**config.mk**
```make
export PLATFORM = sky130hd
export DESIGN_NAME = uart_host_controller
export DESIGN_NICKNAME = d
export VERILOG_FILES = /design/src/rtl/uart_host_controller_pkg.sv /design/src/rtl/round_robin_arbiter.sv /design/src/rtl/uart_host_controller.sv
export SDC_FILE = /design/constraint.sdc
export NUM_CORES = 1
export LEC_CHECK = 0
export ABC_AREA = 1
export CORE_ASPECT_RATIO = 1.1
export CORE_MARGIN = 10
export CORE_UTILIZATION = 50
export CTS_CLUSTER_SIZE = 20
export DETAILED_ROUTE_END_ITERATION = 16
export GPL_TIMING_DRIVEN = 1
export PLACE_DENSITY = 0.87
export SLEW_MARGIN = 10
export SYNTH_ARGS = -nofsm -noshare
export SYNTH_HDL_FRONTEND = slang
export SYNTH_HIERARCHICAL = 1
export SYNTH_SLANG_ARGS = --single-unit
```
**constraint.sdc**
```tcl
create_clock -name Clock -period 7.22 [get_ports Clock]
set_clock_uncertainty 0.2 [all_clocks]
set_input_delay 1.083 -clock Clock [delete_from_list [all_inputs] [get_ports Clock]]
set_output_delay 1.083 -clock Clock [all_outputs]
set_load 0.05 [all_outputs]
```
**src/rtl/uart_host_controller_pkg.sv**
```systemverilog
// Shared types and constants for the UART host controller: FSM encodings, default frame
// length, baud selector codes and error-bit positions.
package uart_host_controller_pkg;

    typedef enum logic [1:0] {
        StTxIdle   = 2'b00,
        StTxLaunch = 2'b01,
        StTxFrame  = 2'b10,
        StTxDone   = 2'b11
    } tx_state_e;

    typedef enum logic {
        StRxIdle = 1'b0,
        StRxAck  = 1'b1
    } rx_state_e;

    // Start + 8 data + stop
    localparam int unsigned DefaultFrameTicks = 10;

    localparam logic [1:0] BaudSel0 = 2'b00;
    localparam logic [1:0] BaudSel1 = 2'b01;
    localparam logic [1:0] BaudSel2 = 2'b10;
    localparam logic [1:0] BaudSel3 = 2'b11;

    localparam int unsigned ErrParityBit  = 0;
    localparam int unsigned ErrFramingBit = 1;
    localparam int unsigned ErrOverrunBit = 2;

endpackage

```
**src/rtl/round_robin_arbiter.sv**
```systemverilog
// Combinational round-robin arbiter: searches upward from LastGrant+1 with wrap and returns
// a one-hot grant (all zero when nothing requests).
module round_robin_arbiter #(
    parameter int unsigned N = 4
) (
    input  logic [N-1:0]         Requests,
    input  logic [$clog2(N)-1:0] LastGrant,
    output logic [N-1:0]         Grant
);

    always_comb begin
        int unsigned idx;
        logic        found;
        Grant = '0;
        found = 1'b0;
        idx   = 0;
        for (int unsigned off = 1; off <= N; off++) begin
            idx = (32'(LastGrant) + off) % N;
            if (!found && Requests[idx[$clog2(N)-1:0]]) begin
                Grant[idx[$clog2(N)-1:0]] = 1'b1;
                found = 1'b1;
            end
        end
    end

endmodule

```
**src/rtl/uart_host_controller.sv**
```systemverilog
// Arbitrates client bytes onto the UART transmit path paced by the baud Tick, drains the
// UART receive side into a one-entry valid/ready buffer and owns the baud-selection register.
module uart_host_controller
    import uart_host_controller_pkg::*;
#(
    parameter int unsigned NUM_CLIENTS = 4,
    parameter int unsigned FRAME_TICKS = DefaultFrameTicks
) (
    input  logic                     Clock,
    input  logic                     Reset,
    input  logic [NUM_CLIENTS-1:0]   TxRequest,
    input  logic [8*NUM_CLIENTS-1:0] TxData,
    output logic [NUM_CLIENTS-1:0]   TxGrant,
    output logic [NUM_CLIENTS-1:0]   TxDone,
    output logic                     TxBusy,
    output logic [7:0]               RxData,
    output logic [2:0]               RxErrors,
    output logic                     RxValid,
    input  logic                     RxReady,
    input  logic                     ConfigWrite,
    input  logic [1:0]               ConfigBaud,
    output logic [1:0]               UartBaudSelection,
    output logic [7:0]               UartInputData,
    output logic                     UartSendCommand,
    input  logic                     UartTick,
    input  logic                     UartHostInterrupt,
    input  logic [7:0]               UartOutputData,
    input  logic [2:0]               UartErrors,
    output logic                     UartHostAcknowledge
);

    localparam int unsigned GrantW = $clog2(NUM_CLIENTS);
    localparam int unsigned CountW = (FRAME_TICKS > 1) ? $clog2(FRAME_TICKS) : 1;
    localparam logic [CountW-1:0] LastTick = CountW'(FRAME_TICKS - 1);

    tx_state_e              tx_state_q, tx_state_d;
    rx_state_e              rx_state_q, rx_state_d;
    logic                   tick_q;
    logic                   tick_rise;
    logic [NUM_CLIENTS-1:0] grant_q, grant_d;
    logic [NUM_CLIENTS-1:0] done_q, done_d;
    logic                   busy_q, busy_d;
    logic                   send_q, send_d;
    logic [7:0]             data_q, data_d;
    logic [GrantW-1:0]      last_q, last_d;
    logic [CountW-1:0]      count_q, count_d;
    logic [1:0]             baud_q, baud_d;
    logic                   pend_q, pend_d;
    logic [1:0]             pend_baud_q, pend_baud_d;
    logic [7:0]             rx_data_q, rx_data_d;
    logic [2:0]             rx_err_q, rx_err_d;
    logic                   rx_valid_q, rx_valid_d;
    logic                   ack_q, ack_d;

    logic [NUM_CLIENTS-1:0] arb_grant;
    logic [GrantW-1:0]      win_idx;
    logic [7:0]             win_byte;
    logic                   rx_free;

    assign tick_rise = UartTick & ~tick_q;

    round_robin_arbiter #(
        .N (NUM_CLIENTS)
    ) u_arbiter (
        .Requests  (TxRequest),
        .LastGrant (last_q),
        .Grant     (arb_grant)
    );

    always_comb begin
        win_idx  = '0;
        win_byte = '0;
        for (int unsigned i = 0; i < NUM_CLIENTS; i++) begin
            if (arb_grant[i]) begin
                win_idx  = GrantW'(i);
                win_byte = TxData[8*i +: 8];
            end
        end
    end

    always_comb begin
        tx_state_d  = tx_state_q;
        grant_d     = grant_q;
        done_d      = '0;
        send_d      = send_q;
        data_d      = data_q;
        last_d      = last_q;
        count_d     = count_q;
        baud_d      = baud_q;
        pend_d      = pend_q;
        pend_baud_d = pend_baud_q;
        unique case (tx_state_q)
            StTxIdle: begin
                // A pending baud change takes this IDLE cycle; arbitration waits one cycle.
                if (pend_q) begin
                    baud_d = pend_baud_q;
                    pend_d = 1'b0;
                end else if (|TxRequest) begin
                    grant_d    = arb_grant;
                    data_d     = win_byte;
                    last_d     = win_idx;
                    send_d     = 1'b1;
                    tx_state_d = StTxLaunch;
                end
            end
            StTxLaunch: begin
                if (tick_rise) begin
                    send_d     = 1'b0;
                    count_d    = '0;
                    tx_state_d = StTxFrame;
                end
            end
            StTxFrame: begin
                if (tick_rise) begin
                    if (count_q == LastTick) begin
                        done_d     = grant_q;
                        tx_state_d = StTxDone;
                    end else begin
                        count_d = count_q + 1'b1;
                    end
                end
            end
            StTxDone: begin
                grant_d    = '0;
                tx_state_d = StTxIdle;
            end
            default: tx_state_d = StTxIdle;
        endcase
        // A write in the same cycle as an apply stays pending for the next IDLE.
        if (ConfigWrite) begin
            pend_d      = 1'b1;
            pend_baud_d = ConfigBaud;
        end
        busy_d = (tx_state_d != StTxIdle);
    end

    assign rx_free = ~rx_valid_q | RxReady;

    always_comb begin
        rx_state_d = rx_state_q;
        rx_data_d  = rx_data_q;
        rx_err_d   = rx_err_q;
        rx_valid_d = rx_valid_q;
        ack_d      = ack_q;
        if (rx_valid_q && RxReady) begin
            rx_valid_d = 1'b0;
        end
        unique case (rx_state_q)
            StRxIdle: begin
                if (UartHostInterrupt && rx_free) begin
                    rx_data_d  = UartOutputData;
                    rx_err_d   = UartErrors;
                    rx_valid_d = 1'b1;
                    ack_d      = 1'b1;
                    rx_state_d = StRxAck;
                end
            end
            StRxAck: begin
                if (!UartHostInterrupt) begin
                    ack_d      = 1'b0;
                    rx_state_d = StRxIdle;
                end
            end
            default: rx_state_d = StRxIdle;
        endcase
    end

    always_ff @(posedge Clock) begin
        if (Reset) begin
            tx_state_q  <= StTxIdle;
            rx_state_q  <= StRxIdle;
            tick_q      <= 1'b0;
            grant_q     <= '0;
            done_q      <= '0;
            busy_q      <= 1'b0;
            send_q      <= 1'b0;
            data_q      <= '0;
            last_q      <= GrantW'(NUM_CLIENTS - 1);
            count_q     <= '0;
            baud_q      <= BaudSel0;
            pend_q      <= 1'b0;
            pend_baud_q <= BaudSel0;
            rx_data_q   <= '0;
            rx_err_q    <= '0;
            rx_valid_q  <= 1'b0;
            ack_q       <= 1'b0;
        end else begin
            tx_state_q  <= tx_state_d;
            rx_state_q  <= rx_state_d;
            tick_q      <= UartTick;
            grant_q     <= grant_d;
            done_q      <= done_d;
            busy_q      <= busy_d;
            send_q      <= send_d;
            data_q      <= data_d;
            last_q      <= last_d;
            count_q     <= count_d;
            baud_q      <= baud_d;
            pend_q      <= pend_d;
            pend_baud_q <= pend_baud_d;
            rx_data_q   <= rx_data_d;
            rx_err_q    <= rx_err_d;
            rx_valid_q  <= rx_valid_d;
            ack_q       <= ack_d;
        end
    end

    assign TxGrant             = grant_q;
    assign TxDone              = done_q;
    assign TxBusy              = busy_q;
    assign UartSendCommand     = send_q;
    assign UartInputData       = data_q;
    assign UartBaudSelection   = baud_q;
    assign RxData              = rx_data_q;
    assign RxErrors            = rx_err_q;
    assign RxValid             = rx_valid_q;
    assign UartHostAcknowledge = ack_q;

endmodule

```
# == Word-level counts from Yosys, hierarchy flattened ==
# Cells that the tools add are included.
# W data, S select, Z words.
# word_totals
register_bits,46
input_bits,55
out_inout_bits,33
elab_cells,138
# op_classes
order_cmp,8
n_reduce_logical,27
n_eq_ne,11
add_sub_neg,5
bitwise,12
mux,58
# ops
operator,count
$mux W4,9
$mux W8,4
$mux W1,24
$pmux W4 S2,2
$mux W2,7
$ne A2 B2 Y1 const B,7
$lt A2 B3 Y1 const B,4
$or A4 B4 Y4,3
$reduce_bool A2 Y1,5
$logic_and A1 B1 Y1,9
$bmux W1 S2,4
$demux W1 S2,4
$ge A2 B1 Y1 const B,4
$pmux W2 S4,1
$reduce_and A4 Y1,2
$reduce_or A4 Y1,2
$not A1 Y1,7
$pmux W1 S2,3
$reduce_and A2 Y1,3
$reduce_and A3 Y1,2
$add A2 B1 Y2 const B,2
$add A2 B2 Y2 const B,2
$add A4 B1 Y4 const B,1
$eq A2 B2 Y1 const B,2
other kinds (6),8

# == Logic depth before layout (Yosys ltp) ==
# Gate-level depths: netlist (run 1).
# depth
word_depth,17
ltp_mapped,17
depth_no_buf,16

# == Cells and area by module ==
# Netlist (run 1), hierarchy kept.
# by_module_without_submodules
mod,instances,cells_per_inst,area_each_um2,seq_area_each_um2
uart_host_controller,1,341,2359.8,920.9
round_robin_arbiter,1,75,421.7,0.0

# == Worst setup path after synthesis (run 1) ==
# OpenSTA, ideal clock, no wires.
# synth_path
path_kind,input to register
start,input TxRequest[2]
end,"register data_q[0], in the netlist UartInputData[0]"
setup_time_ns,0.115
required_time_ns,6.905
path_buffers,1
arrival_time_ns,2.249
cell_stages,15
slack_ns,4.655
cell_sequence,nand2_1 nand3_2 nand2_4 nand2_4 nor2_4 nand2_1 nand3_1 buf_6 inv_8 nand2_8 nor2_8 nand2_1 nand2_1 nor2_2 a21oi_2
# synth_between
elab_cells_between_ends,30
classes_between,mux (19); bitwise (3); reduce/logical (8)
# synth_lines
element,line_no,source
from (decl),uart_host_controller.sv:11,"input logic [NUM_CLIENTS-1:0] TxRequest,"
$bmux W1 S2,round_robin_arbiter.sv:19,if (!found && Requests[idx[$clog2(N)-1:0]]) begin
$mux W1 (implied by the code),round_robin_arbiter.sv:19,
$mux W1,round_robin_arbiter.sv:19,
$logic_not A1 Y1,round_robin_arbiter.sv:19,
$logic_and A1 B1 Y1,round_robin_arbiter.sv:19,
$mux W1,round_robin_arbiter.sv:19,
$logic_not A1 Y1,round_robin_arbiter.sv:19,
$logic_and A1 B1 Y1,round_robin_arbiter.sv:19,
$mux W1,round_robin_arbiter.sv:19,
$logic_not A1 Y1,round_robin_arbiter.sv:19,
$logic_and A1 B1 Y1,round_robin_arbiter.sv:19,
$mux W4 *,round_robin_arbiter.sv:19,
named net arb_grant[3],uart_host_controller.sv:55,logic [NUM_CLIENTS-1:0] arb_grant;
$mux W8 *,uart_host_controller.sv:74,if (arb_grant[i]) begin
to (signal assigned),uart_host_controller.sv:195,data_q <= data_d;
to (decl),uart_host_controller.sv:44,"logic [7:0] data_q, data_d;"
# The timed path passes the listed nets; every way through them passes the cells marked *. The select of a mux whose other input is x is not followed.
# A chain may end at the register's enable or synchronous reset.

# == Worst setup path after layout (run 1) ==
# layout_path
start,input TxRequest[0]
end,"register data_q[2], in the netlist UartInputData[2]"
# Same word-level chain as after synthesis.

==> results of run 1 <==
## metal layers
metal,up-vias,part of all wire
met1,1236,0.43
met3,17,0.088
met2,111,0.46
li1,1444,-
met5,-,0
met4,0,0.018
## worst max-delay path, delay by kind of cell
kind | cells | cell delay (ns)
compound gates | 1 | 0.13
buf+inv | 3 | 0.88
simple gates | 11 | 1.27
## worst paths after layout
kind	from	end	slack, ns	depth (start not counted)
setup reg to reg	last_q[0]	UartInputData[2]	4.10	16
hold / removal	TxGrant[2]	TxDone[2]	0.27	2
hold reg to reg	TxGrant[2]	TxDone[2]	0.27	2
setup / recovery	TxRequest[0]	UartInputData[2]	3.89	15
## logic make-up after synthesis
logic type                 after synthesis  synth area share
DFF                                     46            0.3311
and+or+nand+nor                        255            0.4197
buffers and inverters                   66            0.1075
AOI/OAI and AO/OA                       33           0.07108
adders and majority gates               15           0.06748
xor gates and xnor gates                 1          0.003149
## state kept, by name (all words and copies together), names as in the netlist
signal and count:
RxData 8, RxErrors 3, RxValid 1, TxBusy 1, TxDone 4, TxGrant 4, UartBaudSelection 2, UartHostAcknowledge 1
UartInputData 8, UartSendCommand 1, count_q 4, last_q 2, pend_baud_q 2, pend_q 1, rx_state_q 1, tick_q 1
tx_state_q 2
## final cells by class
class / instances / area, um^2
fill: 492 / 1629
multi-input combinational: 304 / 1562
sequential: 46 / 920.9
timing repair buffer: 87 / 870.8
inverter: 57 / 227.7
tap: 75 / 93.84
clock buffer: 7 / 86.33
clock inverter: 1 / 5.005
## metrics by stage
step | setup WS [ns] | std cells | hold WS, ns | util
floorplan | 4.655 | 416 | 0.2574 | -
global placement | 3.672 | 569 | 0.2463 | 0.6811
detailed placement | 3.570 | 569 | 0.2556 | 0.6811
CTS | 3.885 | 577 | 0.2694 | 0.6981
global route | 3.647 | 577 | 0.2872 | 0.6981
finish | 3.888 | 577 | 0.2667 | 0.6981
## report_power, final
group,leakage [nW],switching [mW],total (mW),internal [mW]
clock,0.0482,0.0834,0.161,0.0773
sequential,0.379,0.0274,0.316,0.288
combinational,1.35,0.410,0.619,0.209
total,1.78,0.521,1.10,0.575
## synth_stat cells (2+ instances only)
cell       n
nand2_1  131
nor2_1    57
inv_1     49
dfxtp_1   46
nand3_1   36
o21ai_0   16
ha_1      15
a21oi_2    8
a21oi_1    7
nor2_2     7
nand2_2    6
inv_2      5
nand3_2    5
buf_6      4
nand2_4    3
nor2_4     3
buf_2      2
nand4_1    2
or2_0      2
==> key figures, run 1 <==
Place
  – Detailed Place HPWL: 5.948 mm
  – Routability Congestion: 0.9061
  – Placed cell areas: 3675 um^2
  – IO Port Bufs: 87

Final layout
  – Commonest non-fill, non-tap cells in the layout: 131 x nand2_1, 87 x clkdlybuf4s50_1, 57 x nor2_1
  – Share of cells above drive strength 1: 0.09960
  – Diodes inserted: 0
  – Layout Area Growth over Synthesis: 35.40%
  – Most common cell after layout, fill and taps aside: nand2_1
  – # nets final: 571
  – Design Area, Final: 3766 um^2

GRT
  – Total congestion overflow: 0
  – GR Util met2: 0.2800
  – Gr busiest metal: met2
  – M1 GR Usage: 0.1845
  – All-Layer GR Usage: 0.1656
  – Largest net degree at the start of global routing: 34
  – Global-route wire length before repair: 12.62 mm
  – Number of global-route vias before repair: 2790
  – Met3 Track Usage GR: 0.07044
  – Initial antenna violation count: 0

Timing
  – Final Max Slew Viols: 0
  – Final TNS setup: 0 ns
  – Setup violators final: 0
  – Tmin final: 3.332 ns
  – Unrepaired setup endpoints after global routing: no
  – Fin crit share: 0.4615
  – Final count of hold timing violations: 0
  – Fmax: 300.1 MHz
  – Max_slew headroom: 0.6382
  – Slew @ Worst Pin: 0.5409 ns

Critical path
  – Most used cell along the critical path: nand2_1
  – Critical Path Start Type: input port
  – CP Cell Sequence: clkdlybuf4s50_1 -> nand2_1 -> nand3_2 -> nand2_4 -> nand3_1 -> nand2_1 -> inv_1 -> nand3_1 -> inv_8 -> nand2_8 -> nor2_8 -> nand2_1 -> nand2_1 -> nor2_1 -> a21oi_1
  – Slowest CP cell: clkdlybuf4s50_1
  – Critical Path AT: 3.36 ns
  – Crit Path Category: input port to flop
  – Crit end category: flop
  – Crit-path max cell delay: 0.58 ns
  – CP required: 7.25 ns
  – CP max FO: 10

Status
  – Status: finished, final reports clean

Synth
  – Avg Cell Area, Syn: 6.686 um^2
  – Syn Std Cell Area: 2781 um^2
  – Mapped Nets: 486
  – Asr flop ratio synth: 0
  – Synth area leader: dfxtp_1
  – Ys Warns: 6
  – #FFs+latches synth: 46
  – Distinct cells, synth: 31
  – Post-synth top area share: 0.3311
  – Syn Inst Count: 416
  – Synth area leaders: dfxtp_1 33%, nand2_1 18%, nor2_1 7.7%, ha_1 6.7%, inv_1 6.6%
  – Post-synth EDFFs: 0
  – Synth Flop Type: dfxtp_1
  – Sequential area share after synthesis: 0.3311

Floorplanning
  – Die area: 8950 um^2
  – Starting Density: 0.5155
  – Die X: 91.12 um
  – # IOs: 88
  – Die height: 98.23 um
  – Core ar.: 5395 um^2
  – # rows: 28

Drt
  – Routed WL per cell: 12.88 um
  – DRT antenna net count: 0
  – Total routed wirelength: 7.434 mm
  – Via Count: 2808
  – DRC viols: 0
  – DRT Pass-1 Iters: 4
  – Initial drt markers: 135
  – Avg Vias per Cell: 4.867

Worst hold path
  – Hold/Removal Path Class: flop to flop

Clock network
  – # hold bufs at CTS: 0
  – Clk sinks: 46
  – H-tree Lvls: 2
  – CTS root buf: clkbuf_8
  – Clock insertion delay at the later pin of the skew report: 0.30 ns
  – CTS clk-pin slew, worst paths: 0.09 ns
  – CTS tree: built
  – PostCTS Resize Cnt: 0
  – Cts bufs inserted: 5
  – Maximum clock path buffer count: 2
  – Post-CTS setup buffer count: 0

Power and ir drop
  – Peak supply drop: 0.0001793 V
  – Design Power: 1.095 mW
  – Lkg Pwr: 1.781 nW
  – Pwr/cell area: 290.9 nW/um^2

Flow run
  – Max cap viols: 0
No activity file was read; power rests on OpenSTA's default activity.
==> run 2: changes to the inputs <==
--- a/config.mk
+++ b/config.mk
@@ -8,11 +8,11 @@
 export ABC_AREA = 1
 export CORE_ASPECT_RATIO = 1.1
 export CORE_MARGIN = 10
-export CORE_UTILIZATION = 50
+export CORE_UTILIZATION = 42
 export CTS_CLUSTER_SIZE = 20
 export DETAILED_ROUTE_END_ITERATION = 16
 export GPL_TIMING_DRIVEN = 1
-export PLACE_DENSITY = 0.87
+export PLACE_DENSITY = 0.78
 export SLEW_MARGIN = 10
 export SYNTH_ARGS = -nofsm -noshare
 export SYNTH_HDL_FRONTEND = slang
==> constraint.sdc (replaced) <==
create_clock -name Clock -period 2.7 [get_ports Clock]
set_clock_uncertainty 0.2 [all_clocks]
set_input_delay 0.405 -clock Clock [delete_from_list [all_inputs] [get_ports Clock]]
set_output_delay 0.405 -clock Clock [all_outputs]
set_load 0.05 [all_outputs]
==> run 2 against run 1 <==
Final cell count increased by 2.3%. Worst setup slack got worse by 3.7 ns. Count of clock-buffer cells in the layout unchanged. Sequential cell count unchanged. Routed wire length decreased by 1.4%. First-iteration DRC count decreased by 44%. Final area increased by 2.0%. Combinational power increased to 2.8 times the previous value. Total power increased to 2.8 times the previous value. Sequential share of layout area decreased by 0.47 points. Sequential power increased to 2.6 times the previous value. Largest cell class unchanged. Highest routed layer unchanged.
==> key figures, run 2 (synthesis results as in run 1) <==
Timing
  – Fin worst setup slack: 0.2180 ns (was 3.888 ns)
  – Final Max Slew Viols: 0 (unchanged)
  – Final count of hold timing violations: 0 (unchanged)
  – Final hold slack: 0.2736 ns (was 0.2667 ns)
  – Fmax: 402.9 MHz
  – Final TNS setup: 0 ns (unchanged)
  – Fin crit share: 0.9192
  – Unrepaired setup endpoints after global routing: no (unchanged)
  – Setup violators final: 0 (unchanged)
  – Max_slew headroom: 0.6384 (was 0.6382)
  – Slew @ Worst Pin: 0.5408 ns (was 0.5409 ns)
  – Tmin final: 2.482 ns

Floorplanning
  – # rows: 31 (was 28)
  – Starting Density: 0.4268 (was 0.5155)
  – Core ar.: 6516 um^2 (was 5395 um^2)
  – # IOs: 88 (unchanged)
  – Die area: 10280 um^2 (was 8950 um^2)
  – Die height: 105.4 um (was 98.23 um)
  – Die X: 97.59 um (was 91.12 um)

GRT
  – Initial antenna violation count: 0 (unchanged)
  – Largest net degree at the start of global routing: 34 (unchanged)
  – Global-route wire length before repair: 12.08 mm (was 12.62 mm)
  – All-Layer GR Usage: 0.1368 (was 0.1656)
  – Number of global-route vias before repair: 2740 (was 2790)
  – Total congestion overflow: 0 (unchanged)

Drt
  – Via Count: 2777 (was 2808)
  – DRT antenna net count: 0 (unchanged)
  – DRC viols: 0 (unchanged)
  – Total routed wirelength: 7.331 mm (was 7.434 mm)
  – Initial drt markers: 76 (was 135)
  – DRT Pass-1 Iters: 5 (was 4)
  – Routed WL per cell: 12.43 um (was 12.88 um)
  – Avg Vias per Cell: 4.707 (was 4.867)

Final layout
  – Most common cell after layout, fill and taps aside: nand2_1 (unchanged)
  – Share of cells above drive strength 1: 0.1102 (was 0.09960)
  – Commonest non-fill, non-tap cells in the layout: 131 x nand2_1, 87 x clkdlybuf4s50_1, 57 x nor2_1 (unchanged)
  – Layout Area Growth over Synthesis: 38.06% (was 35.40%)
  – Fill cell count: 648 (was 492)
  – # nets final: 577 (was 571)
  – Diodes inserted: 0 (unchanged)
  – Design Area, Final: 3840 um^2 (was 3766 um^2)

Critical path
  – Crit end category: flop (unchanged)
  – Critical Path Start Type: flop (was input port)
  – R2R Path End: UartInputData[3] (was UartInputData[2])
  – Reg-to-reg slack, setup: 0.22 ns (was 4.10 ns)
  – Reg2Reg Depth: 16 (unchanged)
  – Critical Path AT: 2.47 ns (was 3.36 ns)
  – Critical Path Sink: UartInputData[3] (was UartInputData[2])
  – Crit path from: last_q[1] (was TxRequest[0])
  – CP max FO: 10 (unchanged)
  – Crit Path Category: flop to flop (was input port to flop)
  – Reg-to-reg startpoint: last_q[1] (was last_q[0])
  – CP required: 2.69 ns (was 7.25 ns)

Flow run
  – Max cap viols: 0 (unchanged)

Clock network
  – CTS root buf: clkbuf_8 (unchanged)
  – Maximum clock path buffer count: 2 (unchanged)
  – Clk sinks: 46 (unchanged)
  – CTS tree: built (unchanged)
  – Post-CTS setup buffer count: 0 (unchanged)
  – CTS clk-pin slew, worst paths: 0.09 ns (about the same)
  – Cts bufs inserted: 5 (unchanged)
  – Clock insertion delay at the later pin of the skew report: 0.30 ns (about the same)
  – H-tree Lvls: 2 (unchanged)

Status
  – Status: finished, final reports clean (unchanged)

Place
  – Detailed Place HPWL: 5.916 mm (was 5.948 mm)
  – Worst slack at placement: -0.008654 ns (was 3.570 ns)
  – Routability Congestion: 0.8957 (was 0.9061)
  – IO Port Bufs: 87 (unchanged)
  – Placed cell areas: 3729 um^2 (was 3675 um^2)

Power and ir drop
  – Pwr/cell area: 795.9 nW/um^2 (was 290.9 nW/um^2)
  – Clock share of power: 0.165 (was 0.147)
  – P_int: 1.648 mW (was 574.7 uW)
  – Reg power frac: 0.267 (was 0.288)
  – Sw Share: 0.4609 (was 0.4754)
  – Peak supply drop: 0.0004902 V (was 0.0001793 V)
  – Design Power: 3.056 mW (was 1.095 mW)
  – Combinational power share: 0.567 (was 0.565)
  – Net switching power: 1.408 mW (was 520.7 uW)
  – Lkg Pwr: 1.820 nW (was 1.781 nW)

Worst hold path
  – Hold/Removal Path Class: flop to flop (unchanged)
[run 2: cell types whose count changed in the layout (fill, tap and decap cells not counted)]
cell	delta
clkinv_2	-1
bufinv_16	+1
clkbuf_1	+1
buf_4	+6
nand3_2	+1
nand3_1	-1
clkbuf_8	-1
[run 2: power by group through the flow]
stage / sequential (mW) / clock (mW) / combinational [mW]
2_1_floorplan: 1.11 / 0 / 1.02
3_3_place_gp: 0.831 / 0 / 1.70
3_5_place_dp: 0.833 / 0 / 1.73
4_1_cts: 0.818 / 0.515 / 1.74
5_1_grt: 0.832 / 0.550 / 1.91
6_report: 0.817 / 0.505 / 1.73
[run 2: critical path, cell delays in order, from the launching register on]
cell and delay, ns:
dfxtp_1 0.32, inv_1 0.20, ha_1 0.32, inv_1 0.10, nand3_2 0.14, nand2_4 0.12
nand2_4 0.07, nor2_4 0.14, nand2_1 0.07, nand3_1 0.20, inv_8 0.08, nand2_8 0.09
nor2_8 0.04, nand2_1 0.06, nand2_1 0.04, nor2_1 0.08, a21oi_1 0.08
[run 2: layout make-up]
| cell class | count | area [um^2] | area share |
|---|---|---|---|
| sequential | 46 | 920.9 | 0.2398 |
| clock inverter | 1 | 30.03 | 0.007820 |
| multi-input combinational | 304 | 1567 | 0.4080 |
| inverter | 57 | 227.7 | 0.05930 |
| timing repair buffer | 93 | 915.9 | 0.2385 |
| clock buffer | 7 | 76.32 | 0.01988 |
| tap | 82 | 102.6 | 0.02672 |
[run 2: worst min-delay path by stage]
stage                              start        endpoint  slack (ns)  cells after the start
after floorplan           pend_baud_q[1]  pend_baud_q[1]        0.26                      2
after global placement        TxGrant[2]       TxDone[2]        0.25                      2
after detailed placement      TxGrant[1]       TxDone[1]        0.25                      2
after CTS                     TxGrant[1]       TxDone[1]        0.27                      2
after global routing          TxGrant[0]       TxDone[0]        0.29                      2
final                         TxGrant[2]       TxDone[2]        0.27                      2
[run 2: routing by layer]
layer | track usage | wire length [um] | vias up
met5 | 0 | 0 | -
met4 | 0.03950 | 99 | 0
met3 | 0.06401 | 742 | 11
met2 | 0.2417 | 3368 | 106
met1 | 0.1416 | 3119 | 1201
li1 | - | - | 1459
[run 2: through the flow]
stage	std cells	utilization
6_report	590	0.5893
5_1_grt	590	0.5893
4_1_cts	590	0.5885
3_5_place_dp	582	0.5722
3_3_place_gp	582	0.5722
2_1_floorplan	416	-
[run 2: what timing repair did]
item,in CTS,in global routing
endpoints found under the setup margin,0,1
resized for setup,0,1
hold buffers,0,0
==> run 3: changes to the inputs <==
--- a/config.mk
+++ b/config.mk
@@ -6,6 +6,7 @@
 export NUM_CORES = 1
 export LEC_CHECK = 0
 export ABC_AREA = 1
+export CAP_MARGIN = 40
 export CORE_ASPECT_RATIO = 1.1
 export CORE_MARGIN = 10
 export CORE_UTILIZATION = 42
@@ -13,7 +14,6 @@
 export DETAILED_ROUTE_END_ITERATION = 16
 export GPL_TIMING_DRIVEN = 1
 export PLACE_DENSITY = 0.78
-export SLEW_MARGIN = 10
 export SYNTH_ARGS = -nofsm -noshare
 export SYNTH_HDL_FRONTEND = slang
 export SYNTH_HIERARCHICAL = 1
==> results of run 3 <==
The final DEF is identical to that of run 2; final timing and power are the same.
